**config.mk**
```make
export PLATFORM = sky130hd
export DESIGN_NAME = video_timing_pattern_gen
export DESIGN_NICKNAME = d
export VERILOG_FILES = /design/src/rtl/video_timing_pkg.sv /design/src/rtl/video_sync_counter.sv /design/src/rtl/video_timing_pattern_gen.sv
export SDC_FILE = /design/constraint.sdc
export NUM_CORES = 1
export LEC_CHECK = 0
export ABC_AREA = 1
export BUFFER_PORTS_ARGS = -buffer_cell sky130_fd_sc_hd__buf_4
export CAP_MARGIN = 20
export CORE_UTILIZATION = 55
export CTS_CLUSTER_DIAMETER = 80
export DETAILED_ROUTE_END_ITERATION = 7
export PLACE_DENSITY_LB_ADDON = 0.1
export SYNTH_ARGS = -nofsm -noshare
export SYNTH_HDL_FRONTEND = slang
export SYNTH_SLANG_ARGS = --single-unit
export TNS_END_PERCENT = 50
```
**constraint.sdc**
```tcl
create_clock -name clk_low -period 2.4 [get_ports clk_low]
set_input_delay 0.48 -clock clk_low [delete_from_list [all_inputs] [get_ports clk_low]]
set_output_delay 0.48 -clock clk_low [all_outputs]
set_load 0.1 [all_outputs]
```
**src/rtl/video_timing_pkg.sv**
```systemverilog
// Shared constants and types for the video timing / test pattern generator.
// Default timing is 640x480@60 with a 25 MHz pixel clock.
package video_timing_pkg;

   localparam int unsigned CNT_W = 12;

   // Default 640x480@60 raster timing
   localparam int unsigned DEF_H_ACTIVE = 640;
   localparam int unsigned DEF_H_FP     = 16;
   localparam int unsigned DEF_H_SYNC   = 96;
   localparam int unsigned DEF_H_BP     = 48;
   localparam int unsigned DEF_V_ACTIVE = 480;
   localparam int unsigned DEF_V_FP     = 10;
   localparam int unsigned DEF_V_SYNC   = 2;
   localparam int unsigned DEF_V_BP     = 33;

   // Edge length of the moving box overlay
   localparam int unsigned BOX_SIZE = 32;

   typedef enum logic [1:0] {
      PAT_RED   = 2'd0,
      PAT_BARS  = 2'd1,
      PAT_CHECK = 2'd2,
      PAT_RAMP  = 2'd3
   } pattern_e;

   // 24-bit {r,g,b} colours, in left-to-right colour bar order
   localparam logic [23:0] COL_WHITE   = 24'hffffff;
   localparam logic [23:0] COL_YELLOW  = 24'hffff00;
   localparam logic [23:0] COL_CYAN    = 24'h00ffff;
   localparam logic [23:0] COL_GREEN   = 24'h00ff00;
   localparam logic [23:0] COL_MAGENTA = 24'hff00ff;
   localparam logic [23:0] COL_RED     = 24'hff0000;
   localparam logic [23:0] COL_BLUE    = 24'h0000ff;
   localparam logic [23:0] COL_BLACK   = 24'h000000;

   function automatic logic [23:0] bar_colour(input logic [2:0] idx);
      case (idx)
         3'd0:    return COL_WHITE;
         3'd1:    return COL_YELLOW;
         3'd2:    return COL_CYAN;
         3'd3:    return COL_GREEN;
         3'd4:    return COL_MAGENTA;
         3'd5:    return COL_RED;
         3'd6:    return COL_BLUE;
         default: return COL_BLACK;
      endcase
   endfunction

endpackage

```
**src/rtl/video_sync_counter.sv**
```systemverilog
// Raster h/v counters plus the registered sync / data-enable / frame-start
// decode. All decoded outputs lag the counters by exactly one clock and are
// mutually aligned. pix_active is the unregistered de lookahead so the parent
// can register pixel data into the same output stage.
module video_sync_counter
   import video_timing_pkg::*;
#(
   parameter int unsigned H_ACTIVE = DEF_H_ACTIVE,
   parameter int unsigned H_FP     = DEF_H_FP,
   parameter int unsigned H_SYNC   = DEF_H_SYNC,
   parameter int unsigned H_BP     = DEF_H_BP,
   parameter int unsigned V_ACTIVE = DEF_V_ACTIVE,
   parameter int unsigned V_FP     = DEF_V_FP,
   parameter int unsigned V_SYNC   = DEF_V_SYNC,
   parameter int unsigned V_BP     = DEF_V_BP,
   parameter bit          SYNC_POL = 1'b0
) (
   input  logic             clk,
   input  logic             reset,
   output logic [CNT_W-1:0] h_cnt,
   output logic [CNT_W-1:0] v_cnt,
   output logic             pix_active,
   output logic             hsync,
   output logic             vsync,
   output logic             de,
   output logic             frame_start,
   output logic [CNT_W-1:0] x,
   output logic [CNT_W-1:0] y
);

   localparam logic [CNT_W-1:0] H_ACT    = CNT_W'(H_ACTIVE);
   localparam logic [CNT_W-1:0] V_ACT    = CNT_W'(V_ACTIVE);
   localparam logic [CNT_W-1:0] H_LAST   = CNT_W'(H_ACTIVE + H_FP + H_SYNC + H_BP - 1);
   localparam logic [CNT_W-1:0] V_LAST   = CNT_W'(V_ACTIVE + V_FP + V_SYNC + V_BP - 1);
   localparam logic [CNT_W-1:0] HS_START = CNT_W'(H_ACTIVE + H_FP);
   localparam logic [CNT_W-1:0] HS_END   = CNT_W'(H_ACTIVE + H_FP + H_SYNC);
   localparam logic [CNT_W-1:0] VS_START = CNT_W'(V_ACTIVE + V_FP);
   localparam logic [CNT_W-1:0] VS_END   = CNT_W'(V_ACTIVE + V_FP + V_SYNC);

   logic hs_c;
   logic vs_c;
   logic fs_c;

   // Combinational decode of the current counter position
   always_comb begin
      pix_active = (h_cnt < H_ACT) && (v_cnt < V_ACT);
      hs_c       = (h_cnt >= HS_START) && (h_cnt < HS_END);
      vs_c       = (v_cnt >= VS_START) && (v_cnt < VS_END);
      fs_c       = (h_cnt == '0) && (v_cnt == '0);
   end

   // Raster position: h wraps at end of line and carries into v
   always_ff @(posedge clk) begin
      if (reset) begin
         h_cnt <= '0;
         v_cnt <= '0;
      end else if (h_cnt == H_LAST) begin
         h_cnt <= '0;
         v_cnt <= (v_cnt == V_LAST) ? '0 : v_cnt + CNT_W'(1);
      end else begin
         h_cnt <= h_cnt + CNT_W'(1);
      end
   end

   // Registered output stage, one cycle behind the counters
   always_ff @(posedge clk) begin
      if (reset) begin
         hsync       <= ~SYNC_POL;
         vsync       <= ~SYNC_POL;
         de          <= 1'b0;
         frame_start <= 1'b0;
         x           <= '0;
         y           <= '0;
      end else begin
         hsync       <= hs_c ? SYNC_POL : ~SYNC_POL;
         vsync       <= vs_c ? SYNC_POL : ~SYNC_POL;
         de          <= pix_active;
         frame_start <= fs_c;
         x           <= pix_active ? h_cnt : '0;
         y           <= pix_active ? v_cnt : '0;
      end
   end

endmodule

```
**src/rtl/video_timing_pattern_gen.sv**
```systemverilog
// Video timing and RGB test pattern generator (pixel clock domain).
// Optional feature macro: MOVING_BOX_EN adds a bouncing 32x32 white box
// overlaid on every pattern; without it no box registers exist.
module video_timing_pattern_gen
   import video_timing_pkg::*;
#(
   parameter int unsigned H_ACTIVE = DEF_H_ACTIVE,
   parameter int unsigned H_FP     = DEF_H_FP,
   parameter int unsigned H_SYNC   = DEF_H_SYNC,
   parameter int unsigned H_BP     = DEF_H_BP,
   parameter int unsigned V_ACTIVE = DEF_V_ACTIVE,
   parameter int unsigned V_FP     = DEF_V_FP,
   parameter int unsigned V_SYNC   = DEF_V_SYNC,
   parameter int unsigned V_BP     = DEF_V_BP,
   parameter bit          SYNC_POL = 1'b0
) (
   input  logic             clk_low,
   input  logic             reset,
   input  logic [1:0]       pattern_sel,
   output logic             hsync,
   output logic             vsync,
   output logic             de,
   output logic [CNT_W-1:0] x,
   output logic [CNT_W-1:0] y,
   output logic [7:0]       red,
   output logic [7:0]       green,
   output logic [7:0]       blue,
   output logic             frame_start
);

   localparam logic [CNT_W-1:0] BAR_W = CNT_W'(H_ACTIVE / 8);

   logic [CNT_W-1:0] h_cnt;
   logic [CNT_W-1:0] v_cnt;
   logic             pix_active;
   logic             frame_origin;
   pattern_e         pat_q;
   pattern_e         pat_cur;
   logic [2:0]       bar_idx;
   logic [23:0]      colour_c;
   logic [23:0]      pix_c;

   video_sync_counter #(
      .H_ACTIVE (H_ACTIVE),
      .H_FP     (H_FP),
      .H_SYNC   (H_SYNC),
      .H_BP     (H_BP),
      .V_ACTIVE (V_ACTIVE),
      .V_FP     (V_FP),
      .V_SYNC   (V_SYNC),
      .V_BP     (V_BP),
      .SYNC_POL (SYNC_POL)
   ) u_sync (
      .clk         (clk_low),
      .reset       (reset),
      .h_cnt       (h_cnt),
      .v_cnt       (v_cnt),
      .pix_active  (pix_active),
      .hsync       (hsync),
      .vsync       (vsync),
      .de          (de),
      .frame_start (frame_start),
      .x           (x),
      .y           (y)
   );

   assign frame_origin = (h_cnt == '0) && (v_cnt == '0);

   // Latch the requested pattern only at the frame origin so frames never tear
   always_ff @(posedge clk_low) begin
      if (reset) begin
         pat_q <= PAT_RED;
      end else if (frame_origin) begin
         pat_q <= pattern_e'(pattern_sel);
      end
   end

   // Pixel (0,0) already belongs to the newly selected pattern
   always_comb begin
      pat_cur = frame_origin ? pattern_e'(pattern_sel) : pat_q;
      bar_idx = 3'(h_cnt / BAR_W);
      case (pat_cur)
         PAT_RED:   colour_c = COL_RED;
         PAT_BARS:  colour_c = bar_colour(bar_idx);
         PAT_CHECK: colour_c = (h_cnt[5] ^ v_cnt[5]) ? COL_BLACK : COL_WHITE;
         default:   colour_c = {h_cnt[9:2], h_cnt[9:2], h_cnt[9:2]};
      endcase
   end

`ifdef MOVING_BOX_EN
   localparam logic [CNT_W-1:0] H_LAST = CNT_W'(H_ACTIVE + H_FP + H_SYNC + H_BP - 1);
   localparam logic [CNT_W-1:0] V_LAST = CNT_W'(V_ACTIVE + V_FP + V_SYNC + V_BP - 1);
   localparam logic [CNT_W-1:0] BOX_XMAX = CNT_W'(H_ACTIVE - BOX_SIZE);
   localparam logic [CNT_W-1:0] BOX_YMAX = CNT_W'(V_ACTIVE - BOX_SIZE);
   localparam logic [CNT_W-1:0] BOX_SZ   = CNT_W'(BOX_SIZE);

   logic [CNT_W-1:0] box_x;
   logic [CNT_W-1:0] box_y;
   logic             box_x_dn;
   logic             box_y_dn;
   logic             in_box;

   // Step the box origin in the last blanking cycle of each frame, so the new
   // position takes effect exactly at the pixel that frame_start announces
   always_ff @(posedge clk_low) begin
      if (reset) begin
         box_x    <= '0;
         box_y    <= '0;
         box_x_dn <= 1'b0;
         box_y_dn <= 1'b0;
      end else if ((h_cnt == H_LAST) && (v_cnt == V_LAST)) begin
         if (!box_x_dn) begin
            if (box_x == BOX_XMAX) begin
               box_x_dn <= 1'b1;
               box_x    <= box_x - CNT_W'(1);
            end else begin
               box_x    <= box_x + CNT_W'(1);
            end
         end else begin
            if (box_x == '0) begin
               box_x_dn <= 1'b0;
               box_x    <= box_x + CNT_W'(1);
            end else begin
               box_x    <= box_x - CNT_W'(1);
            end
         end
         if (!box_y_dn) begin
            if (box_y == BOX_YMAX) begin
               box_y_dn <= 1'b1;
               box_y    <= box_y - CNT_W'(1);
            end else begin
               box_y    <= box_y + CNT_W'(1);
            end
         end else begin
            if (box_y == '0) begin
               box_y_dn <= 1'b0;
               box_y    <= box_y + CNT_W'(1);
            end else begin
               box_y    <= box_y - CNT_W'(1);
            end
         end
      end
   end

   assign in_box = (h_cnt >= box_x) && (h_cnt < box_x + BOX_SZ) &&
                   (v_cnt >= box_y) && (v_cnt < box_y + BOX_SZ);
`endif

   // Apply the optional overlay on top of the selected pattern
   always_comb begin
      pix_c = colour_c;
`ifdef MOVING_BOX_EN
      if (in_box) pix_c = COL_WHITE;
`endif
   end

   // Register pixel data in the same stage as de; blanking is always black
   always_ff @(posedge clk_low) begin
      if (reset) begin
         {red, green, blue} <= '0;
      end else if (!pix_active) begin
         {red, green, blue} <= '0;
      end else begin
         {red, green, blue} <= pix_c;
      end
   end

endmodule

```
==> results of run 1 <==
[sequential cells by signal, indices dropped and copies added, names as in the netlist, 2 cells and up]
register      cells
u_sync.h_cnt     12
u_sync.v_cnt     12
red               8
green             8
pat_q             2
u_sync.x         12
blue              8
u_sync.y         12
[worst reg2reg max path: cells and delay by family (launching register included)]
| family | cells | cell delay, ns |
|---|---|---|
| AO/OA/AOI/OAI | 1 | 0.15 |
| buffers and inverters | 6 | 0.68 |
| flip-flops | 1 | 0.38 |
| multiplexers | 1 | 0.16 |
| AND/OR/NAND/NOR | 7 | 0.83 |
[layout make-up]
type / instances / share of cell area, %
Tap cell: 72 / 2.13
Clock inverter: 7 / 1.45
Timing Repair Buffer: 80 / 14.5
Clock buffer: 9 / 2.93
Inverter: 83 / 7.61
Multi-Input combinational cell: 265 / 34.0
Sequential cell: 78 / 37.3
[per-stage QoR]
step / cells / TNS [ns] / hold WS (ns) / util, % / power, W
floorplan: 438 / 0 / 0.417 / - / 0.00208
global placement: 573 / 0 / 0.432 / 69.3 / 0.00224
detailed placement: 573 / -0.0315 / 0.439 / 69.3 / 0.00225
CTS: 589 / 0 / 0.365 / 72.6 / 0.00315
global route: 594 / -0.0307 / 0.363 / 75.3 / 0.00327
finish: 594 / 0 / 0.370 / 75.3 / 0.00316
[routing by layer]
metal  GRT usage [%]  share of wire [%]  vias up
met2            39.5                 46      120
met5               0                  0        -
met4            10.5                2.2        0
li1                -                  -     1529
met3            5.52                6.5       20
met1            32.6                 46     1364
[cells by family (layout without fill, tap and decap cells)]
family          Yosys count  in the layout  share of synthesized area [%]
other cells               1              5                          0.115
mux                       3              3                           1.26
simple gates            212            212                           30.2
compound gates           38             38                           6.86
xor+xnor                  3              3                          0.805
fa+ha+maj                 4              4                           1.53
flops                    78             78                           47.8
buf+inv                  95            179                           11.4
[path summary, 6_finish.rpt]
check | startpoint | end | slack, ns | depth (start not counted)
setup / recovery | u_sync.h_cnt[10] | blue[0] | 0.17 | 15
hold / removal | reset | u_sync.v_cnt[10] | 0.37 | 2
setup reg to reg | u_sync.h_cnt[10] | blue[0] | 0.17 | 15
hold reg to reg | u_sync.h_cnt[0] | u_sync.h_cnt[0] | 0.45 | 1
[cell usage after synthesis (3+ instances only)]
master / instances
nand2_1: 81
a21oi_1: 14
nand2_2: 5
nor4_1: 5
nand4_1: 13
nor3_1: 14
clkbuf_1: 4
buf_2: 7
nor2_1: 46
mux2i_2: 3
ha_1: 4
nand3_1: 34
nor3b_1: 4
nand3_2: 5
dfxtp_1: 78
inv_2: 9
xnor2_1: 3
o21ai_0: 14
inv_1: 71
[what timing repair did]
item                                    in CTS  in global routing
endpoints found under the setup margin      12                 28
setup buffers                                0                  5
pin swaps                                    0                  7
resized for setup                            1                 33
[power by group]
| part | switching (W) | internal [W] | leakage [nW] | total, W |
|---|---|---|---|---|
| logic | 0.000669 | 0.000178 | 1.39 | 0.000847 |
| clock network | 0.000529 | 0.000395 | 0.0888 | 0.000923 |
| registers | 0.0000234 | 0.00136 | 0.642 | 0.00139 |
| total | 0.00122 | 0.00194 | 2.12 | 0.00316 |
==> results.tsv, run 1 <==
stage	metric	value	unit
synthesis	Syn Std Cell Area	3260	um2
synthesis	most used flip-flop cell after synthesis	dfxtp_1	
job	Max-cap violations	0	
timing	max-slew violations	0	
placement	Area after DPL	3890	um2
die	Rows	27	
clocking	Sink Count	78	
setup_path	cell repeated most along the worst path	inv_1	
synthesis	async set or reset register ratio after synthesis	0	%
die	initial core utilization	58.2	%
synthesis	top area cells in the synthesized netlist	dfxtp_1 48%, nand2_1 9.3%, inv_1 8.2%	
die	die height	79.0	um
setup_path	slowest stage cell, crit path	dfxtp_4	
timing	Final Setup Violations	0	
timing	Clock Skews	0.0123	ns
placement	I/O Buffers	55	
die	die footprint	6250	um2
placement	Final Wtd Congestion	0.929	
clocking	count of hold-fix buffers inserted at cts	0	
synthesis	yosys warns	0	
run_status	status	finished clean	
timing	final hold viol count	0	
setup_path	Worst EP required	2.71	ns
routing	total number of vias	3033	
setup_path	critical-path maximum fanout	8	
clocking	TritonCTS Buffers	9	
setup_path	worst path cell trace	clkbuf_2 > nor2_2 > inv_2 > nor3_2 > nand4_1 > buf_6 > mux2i_2 > buf_4 > nor2_4 > inv_1 > a21oi_2 > nand3_4 > nand3_1 > nand2_1 > inv_1	
setup_path	crit path DAT	2.54	ns
clocking	CTS tree	done	
clocking	Max Root-Sink Buffers	2	
synthesis	post-synth top area cell	dfxtp_1	
clocking	worst-skew pair later-pin latency	0.36	ns
grt	initial antenna violation count	0	
synthesis	share of the synthesized area in the top cell type	47.8	%
synthesis	Distinct cells, synth	35	
synthesis	syn avg cell area	7.52	um2
power	P_leak	2.12	nW
setup_path	crit end category	flop	
timing	Peak Freq	0.448	GHz
timing	Final Cycle Share	93.0	%
clocking	H-tree depth	3	
setup_path	max incr delay on CP	0.38	ns
synthesis	Cells after Synth	434	
layout	commonest non-fill, non-tap cells in the layout	77 x nand2_1, 77 x buf_4, 74 x dfxtp_1	
timing	crit path time final	2.23	ns
grt	grt ovf	0	
routing	DRT Pass-1 Iters	7	
grt	first-pass GRT wire length	12.1	mm
setup_path	crit start category	flop	
power	peak supply drop	0.721	mV
hold_path	worst min-delay path category	input pin to flop	
synthesis	Seq/Total Area, Yosys	47.8	%
die	Std-Cell Core Area	5610	um2
die	Die Wd	79.0	um
timing	Worst Tran Pin Value	0.641	ns
synthesis	EDFF count, synth	0	
layout	Nets	525	
layout	area grow syn2layout	29.4	%
placement	dpl hpwl	5.23	mm
routing	Routed Antenna Nets	0	
routing	routed len/inst	12.4	um
layout	FILL cells	442	
routing	initial DRC count	201	
layout	Seq. cell area	1580	um2
layout	multi-input logic area	1440	um2
timing	RSZ-0062 raised after global routing	yes	
layout	layout cell share with drive strength beyond 1	28.2	%
clocking	clk root buf	clkbuf_8	
routing	via density per instance	5.11	
grt	largest net degree at the start of global routing	26	
grt	vias in the first global route	2704	
synthesis	#FFs+latches synth	78	
die	# IOs	56	
setup_path	CP Class	flop to flop	
placement	post-place setup slack	-0.0160	ns
timing	final worst slack	0.169	ns
setup_path	CP bufs+invs	6	
timing	Slew headroom	57.0	%
layout	antenna cells	0	
routing	DRC violations left	0	
routing	Detailed Route WL	7.37	mm
setup_path	CP delay by family, top	simple AND/OR/NAND/NOR gates	
grt	gr usage total	24.9	%
clocking	clock slew seen by the registers of the worst setup and hold paths	0.09	ns
layout	final instance area	4230	um2
power	Cell Pwr Density	748	nW/um2
Note: power is estimated with default switching activity, not from simulation.
==> run 2, diff against run 1 <==
ABC_AREA = unset   (was 1)
CORE_UTILIZATION = 56   (was 55)
==> results.tsv, run 2 <==
stage	metric	value	unit	change
setup_path	crit start category	flop		unchanged
clocking	CTS tree	done		unchanged
synthesis	top area cells in the synthesized netlist	dfxtp_1 44%, nor2_1 5.6%, a21oi_1 5.1%		was dfxtp_1 48%, nand2_1 9.3%, inv_1 8.2%
layout	FILL cells	428		was 442
die	Die Wd	81.5	um	was 79.0 um
grt	initial antenna violation count	0		unchanged
synthesis	most used flip-flop cell after synthesis	dfxtp_1		unchanged
placement	Area after DPL	4350	um2	was 3890 um2
clocking	Max Root-Sink Buffers	2		unchanged
grt	met2 Usage GRT	48.1	%	was 39.5%
synthesis	post-synth top area cell	dfxtp_1		unchanged
setup_path	worst path cell trace	or3_4 > or4_4 > nor4_4 > mux2i_2 > buf_4 > a2bb2oi_2 > o221ai_4 > a21oi_1		was clkbuf_2 > nor2_2 > inv_2 > nor3_2 > nand4_1 > buf_6 > mux2i_2 > buf_4 > nor2_4 > inv_1 > a21oi_2 > nand3_4 > nand3_1 > nand2_1 > inv_1
layout	area grow syn2layout	31.7	%	was 29.4%
synthesis	syn avg cell area	8.39	um2	was 7.52 um2
die	Std-Cell Core Area	6030	um2	was 5610 um2
die	# IOs	56		unchanged
power	switching power	0.00114	W	was 0.00122 W
timing	max-slew violations	0		unchanged
synthesis	Cells after Synth	422		was 434
grt	grt ovf	0		unchanged
synthesis	yosys warns	0		unchanged
die	Rows	28		was 27
grt	most used routing layer	met2		unchanged
setup_path	Worst EP required	2.67	ns	was 2.71 ns
routing	Routed Antenna Nets	0		unchanged
timing	Peak Freq	0.386	GHz	was 0.448 GHz
setup_path	slowest stage cell, crit path	or4_4		was dfxtp_4
timing	Final Setup Violations	24		was 0
synthesis	Post-synth top cells	78 x dfxtp_1, 53 x nor2_1, 36 x a21oi_1, 30 x nand2_1, 26 x o21ai_0		was 81 x nand2_1, 78 x dfxtp_1, 71 x inv_1, 46 x nor2_1, 34 x nand3_1
layout	Non-Filler Instances	603		was 594
synthesis	#FFs+latches synth	78		unchanged
setup_path	crit end category	flop		unchanged
routing	Detailed Route WL	9.82	mm	was 7.37 mm
clocking	count of hold-fix buffers inserted at cts	0		unchanged
clocking	TritonCTS Buffers	9		unchanged
die	die height	81.5	um	was 79.0 um
clocking	H-tree depth	3		unchanged
layout	final core occ	77.4	%	was 75.3%
timing	final hold viol count	0		unchanged
timing	Clock Skews	0.00432	ns	was 0.0123 ns
synthesis	Distinct cells, synth	58		was 35
synthesis	async set or reset register ratio after synthesis	0	%	unchanged
power	Internal Pwr Total	0.00198	W	was 0.00194 W
power	clock share of power	29.2	%	about the same
placement	Final Wtd Congestion	0.936		was 0.929
placement	dpl hpwl	6.53	mm	was 5.23 mm
synthesis	Seq/Total Area, Yosys	44.1	%	was 47.8%
layout	most common cell after layout, fill and taps aside	buf_4		
routing	routed len/inst	16.3	um	was 12.4 um
setup_path	CP Class	flop to flop		unchanged
grt	M1 GR Usage	41.7	%	was 32.6%
clocking	worst-skew pair later-pin latency	0.34	ns	was 0.36 ns
power	peak supply drop	0.603	mV	was 0.721 mV
die	die footprint	6640	um2	was 6250 um2
layout	commonest non-fill, non-tap cells in the layout	113 x buf_4, 76 x dfxtp_1, 52 x nor2_1		was 77 x nand2_1, 77 x buf_4, 74 x dfxtp_1
setup_path	critical-path maximum fanout	8		unchanged
power	P_leak	1.91	nW	was 2.12 nW
grt	first-pass GRT wire length	15.4	mm	was 12.1 mm
synthesis	dominant cell by count in the synthesized netlist	dfxtp_1		was nand2_1
placement	post-place setup slack	-0.261	ns	was -0.0160 ns
routing	via density per instance	5.90		was 5.11
timing	RSZ-0062 raised after global routing	yes		unchanged
placement	Placed Cells	580		was 573
setup_path	max incr delay on CP	0.45	ns	was 0.38 ns
routing	DRC violations left	0		unchanged
hold_path	worst min-delay path category	input pin to flop		unchanged
run_status	failing checks	negative setup slack		
grt	gr usage total	30.8	%	was 24.9%
power	Sw Ratio	36.5	%	was 38.7%
synthesis	Syn Std Cell Area	3540	um2	was 3260 um2
layout	final instance area	4660	um2	was 4230 um2
clocking	Sink Count	78		unchanged
routing	total number of vias	3557		was 3,033
layout	layout cell share with drive strength beyond 1	30.1	%	was 28.2%
placement	I/O Buffers	55		unchanged
routing	DRT Pass-1 Iters	7		unchanged
timing	final worst slack	-0.193	ns	was 0.169 ns
die	initial core utilization	58.8	%	was 58.2%
setup_path	crit path DAT	2.86	ns	was 2.54 ns
power	Reg power frac	44.6	%	was 43.9%
layout	Nets	531		was 525
timing	Final Cycle Share	108	%	was 93.0%
synthesis	share of the synthesized area in the top cell type	44.1	%	was 47.8%
routing	initial DRC count	247		was 201
synthesis	EDFF count, synth	0		unchanged
clocking	clock slew seen by the registers of the worst setup and hold paths	0.08	ns	was 0.09 ns
clocking	clk root buf	clkbuf_8		unchanged
run_status	status	complete, but fails checks		was finished clean
timing	post-route setup TNS	-3.02	ns	was 0 ns
power	Gate power share	26.2	%	was 26.8%
grt	global-route met3 utilization	5.89	%	was 5.52%
power	Cell Pwr Density	669	nW/um2	was 748 nW/um2
layout	antenna cells	0		unchanged
grt	vias in the first global route	3159		was 2,704
job	Max-cap violations	0		unchanged
timing	crit path time final	2.59	ns	was 2.23 ns
grt	largest net degree at the start of global routing	35		was 26
-- run 2: cell count changes after synthesis, moves of 8 or more --
cell      change
inv_2         -9
and2_1       +12
clkbuf_1     +17
inv_1        -62
xor2_1       +12
nand2_1      -51
a21oi_1      +22
nand4_1       -8
nand3_1      -16
o21ai_0      +12
-- run 2: final cells by class --
cell class	instances	area (um2)	share of cell area, %
Clock inverter	4	28.8	0.617
Clock buffer	12	155	3.33
Multi-Input combinational cell	309	1910	41.0
Tap cell	75	93.8	2.01
Sequential cell	78	1560	33.5
Inverter	11	41.3	0.885
Timing Repair Buffer	114	868	18.6
-- run 2: worst max-delay path, delay by kind of cell, from the launching register on --
| kind | cells | cell delay [ns] |
|---|---|---|
| AND/OR/NAND/NOR | 3 | 1.17 |
| flip-flops | 1 | 0.33 |
| multiplexers | 1 | 0.31 |
| AO/OA/AOI/OAI | 3 | 0.56 |
| buffers and inverters | 1 | 0.16 |
-- run 2: cells by family after synthesis --
| logic type | after synthesis | synth area share (%) |
|---|---|---|
| XOR/XNOR | 21 | 5.19 |
| buffers and inverters | 40 | 4.81 |
| adder cells (fa/ha/maj) | 4 | 1.41 |
| multiplexers | 7 | 2.12 |
| other | 1 | 0.106 |
| flip-flops | 78 | 44.1 |
| AO/OA/AOI/OAI | 103 | 18.1 |
| AND/OR/NAND/NOR | 168 | 24.1 |
-- run 2: per-stage QoR --
step	total power (W)	hold WS, ns
final	0.00312	0.394
after global routing	0.00322	0.403
after CTS	0.00312	0.382
after detailed placement	0.00219	0.473
after global placement	0.00217	0.444
after floorplan	0.00203	0.430
-- run 2: final timing paths --
check / startpoint / end / slack, ns / depth (start not counted)
max reg2reg: u_sync.h_cnt[5] / red[1] / -0.19 / 8
max: u_sync.h_cnt[5] / red[1] / -0.19 / 8
min reg2reg: u_sync.h_cnt[0] / u_sync.h_cnt[0] / 0.48 / 1
min: reset / u_sync.h_cnt[2] / 0.39 / 2
-- run 2: repair_timing --
action                     CTS  global route
setup endpoints to repair   24            26
buffers inserted             6             0
pin swaps                   10             4
resized for setup           15             6
cloned                       1             0
-- run 2: metal layers --
layer  vias up  routed length, um
li1       1683                  -
met1      1683               4280
met2       166               4570
met3        25                768
met4         0                210
met5         -                  0
-- run 2: power groups by stage --
stage / Combinational [W] / Clock, W / Sequential, W
after CTS: 0.000810 / 0.000912 / 0.00139
after global routing: 0.000846 / 0.000971 / 0.00140
after floorplan: 0.000130 / 0 / 0.00190
final: 0.000818 / 0.000911 / 0.00139
after global placement: 0.000752 / 0 / 0.00142
after detailed placement: 0.000766 / 0 / 0.00142
==> run 3, diff against run 2 <==
CORE_UTILIZATION = 55   (was 56)
==> results.tsv, run 3 (synthesis results as in run 2) <==
stage	metric	value	unit	change
grt	initial antenna violation count	0		unchanged
placement	Final Wtd Congestion	0.893		was 0.936
timing	crit path time final	2.60	ns	was 2.59 ns
placement	I/O Buffers	55		unchanged
hold_path	worst min-delay path category	input pin to flop		unchanged
routing	Detailed Route WL	9.29	mm	was 9.82 mm
timing	max-slew violations	0		unchanged
clocking	Max Root-Sink Buffers	2		unchanged
clocking	CTS tree	done		unchanged
job	Max-cap violations	0		unchanged
routing	initial DRC count	294		was 247
die	Std-Cell Core Area	6060	um2	was 6030 um2
setup_path	setup slack, reg-to-reg	-0.20	ns	was -0.19 ns
setup_path	crit end category	flop		unchanged
timing	Final Setup Violations	24		unchanged
layout	layout cell share with drive strength beyond 1	28.5	%	was 30.1%
timing	final worst slack	-0.199	ns	was -0.193 ns
layout	commonest non-fill, non-tap cells in the layout	107 x buf_4, 78 x dfxtp_1, 51 x nor2_1		was 113 x buf_4, 76 x dfxtp_1, 52 x nor2_1
timing	Clock Skews	0.00905	ns	was 0.00432 ns
timing	Worst Tran Pin Value	0.505	ns	
timing	post-route setup TNS	-3.76	ns	was -3.02 ns
clocking	clock slew seen by the registers of the worst setup and hold paths	0.08	ns	about the same
layout	Nets	525		was 531
die	die footprint	6760	um2	was 6640 um2
grt	vias in the first global route	2900		was 3,159
layout	most common cell after layout, fill and taps aside	buf_4		unchanged
die	# IOs	56		unchanged
die	die height	82.2	um	was 81.5 um
setup_path	crit path DAT	2.87	ns	was 2.86 ns
routing	Routed Antenna Nets	0		unchanged
grt	first-pass GRT wire length	14.0	mm	was 15.4 mm
setup_path	critical-path maximum fanout	8		unchanged
grt	grt ovf	0		unchanged
clocking	TritonCTS Buffers	9		unchanged
power	peak supply drop	0.732	mV	was 0.603 mV
routing	routed len/inst	15.6	um	was 16.3 um
placement	Area after DPL	4290	um2	was 4350 um2
placement	dpl hpwl	6.24	mm	was 6.53 mm
die	Rows	28		unchanged
layout	final instance area	4640	um2	was 4660 um2
grt	largest net degree at the start of global routing	35		unchanged
routing	DRC violations left	0		unchanged
clocking	H-tree depth	3		unchanged
routing	DRT Pass-1 Iters	4		was 7
clocking	clk root buf	clkbuf_8		unchanged
placement	post-place setup slack	-0.310	ns	was -0.261 ns
grt	global-route met3 utilization	4.07	%	was 5.89%
routing	via density per instance	5.73		was 5.90
die	initial core utilization	58.4	%	was 58.8%
setup_path	CP Class	flop to flop		unchanged
timing	RSZ-0062 raised after global routing	yes		unchanged
power	P_leak	1.90	nW	was 1.91 nW
timing	final hold viol count	0		unchanged
grt	met2 Usage GRT	45.2	%	was 48.1%
timing	Final Cycle Share	108	%	about the same
timing	Slew headroom	65.9	%	
grt	gr usage total	28.0	%	was 30.8%
setup_path	crit start category	flop		unchanged
clocking	Sink Count	78		unchanged
run_status	status	complete, but fails checks		unchanged
grt	most used routing layer	met2		unchanged
power	Cell Pwr Density	689	nW/um2	was 669 nW/um2
setup_path	Worst EP required	2.67	ns	about the same
layout	area grow syn2layout	31.1	%	was 31.7%
grt	M1 GR Usage	37.7	%	was 41.7%
routing	total number of vias	3421		was 3,557
die	Die Wd	82.2	um	was 81.5 um
clocking	worst-skew pair later-pin latency	0.35	ns	was 0.34 ns
layout	antenna cells	0		unchanged
run_status	failing checks	negative setup slack		unchanged
timing	Peak Freq	0.385	GHz	was 0.386 GHz
==> run 3: cell count changes in the layout (fill, tap and decap cells not counted), sizes merged <==
cell	change
clkbuf	-2
clkinvlp	-1
clkinv	+1
buf	-6
bufinv	+1
inv	+1
==> run 3: final timing paths <==
| path | startpoint | to | depth (start not counted) |
|---|---|---|---|
| worst max-delay path | u_sync.h_cnt[5] | blue[0] | 8 |
| worst min-delay path | reset | u_sync.h_cnt[2] | 2 |
| worst max register to register | u_sync.h_cnt[5] | blue[0] | 8 |
| worst min register to register | u_sync.h_cnt[0] | u_sync.h_cnt[0] | 1 |
==> run 3: repair_timing <==
item	4_1_cts	5_1_grt
hold buffers	0	0
endpoints found under the setup margin	24	28
gates cloned	0	1
endpoints found under the hold margin	0	0
gates resized for setup	7	13
buffers inserted	4	4
pin swaps	5	4
==> run 3: layout make-up <==
cell class / count / area (um2)
clock inverter: 6 / 68.8
sequential: 78 / 1560
timing repair buffer: 108 / 823
inverter: 11 / 41.3
fill: 442 / 1420
multi-input combinational: 309 / 1930
tap: 75 / 93.8
clock buffer: 10 / 128
==> run 3: metrics by stage <==
step           cells  hold slack, ns  power (W)  utilization (%)
2_1_floorplan    426           0.430    0.00203                -
3_3_place_gp     572           0.445    0.00217             70.7
3_5_place_dp     572           0.464    0.00219             70.7
4_1_cts          592           0.374    0.00317             74.9
5_1_grt          597           0.379    0.00331             76.6
6_report         597           0.378    0.00320             76.6
==> run 3: report_power, final <==
group	internal (W)	leakage (nW)	switching [W]	total (W)
registers	0.00137	0.639	0.0000243	0.00139
logic	0.000187	1.17	0.000643	0.000830
clock network	0.000488	0.0973	0.000488	0.000976
==> run 3: layer usage <==
layer	vias to the layer above	wire, um	part of all wire (%)
met5	-	0	0
met3	18	596	6.4
met1	1577	4110	44
met4	0	210	2.3
met2	153	4370	47
li1	1673	-	-
==> run 3: critical path, cell delays in order (launching register included) <==
cell,delay [ns]
dfxtp_1,0.31
or3_1,0.39
or4_4,0.45
nor4_4,0.21
buf_4,0.19
mux2_4,0.37
nor3_4,0.25
o221ai_4,0.18
o21ai_1,0.16
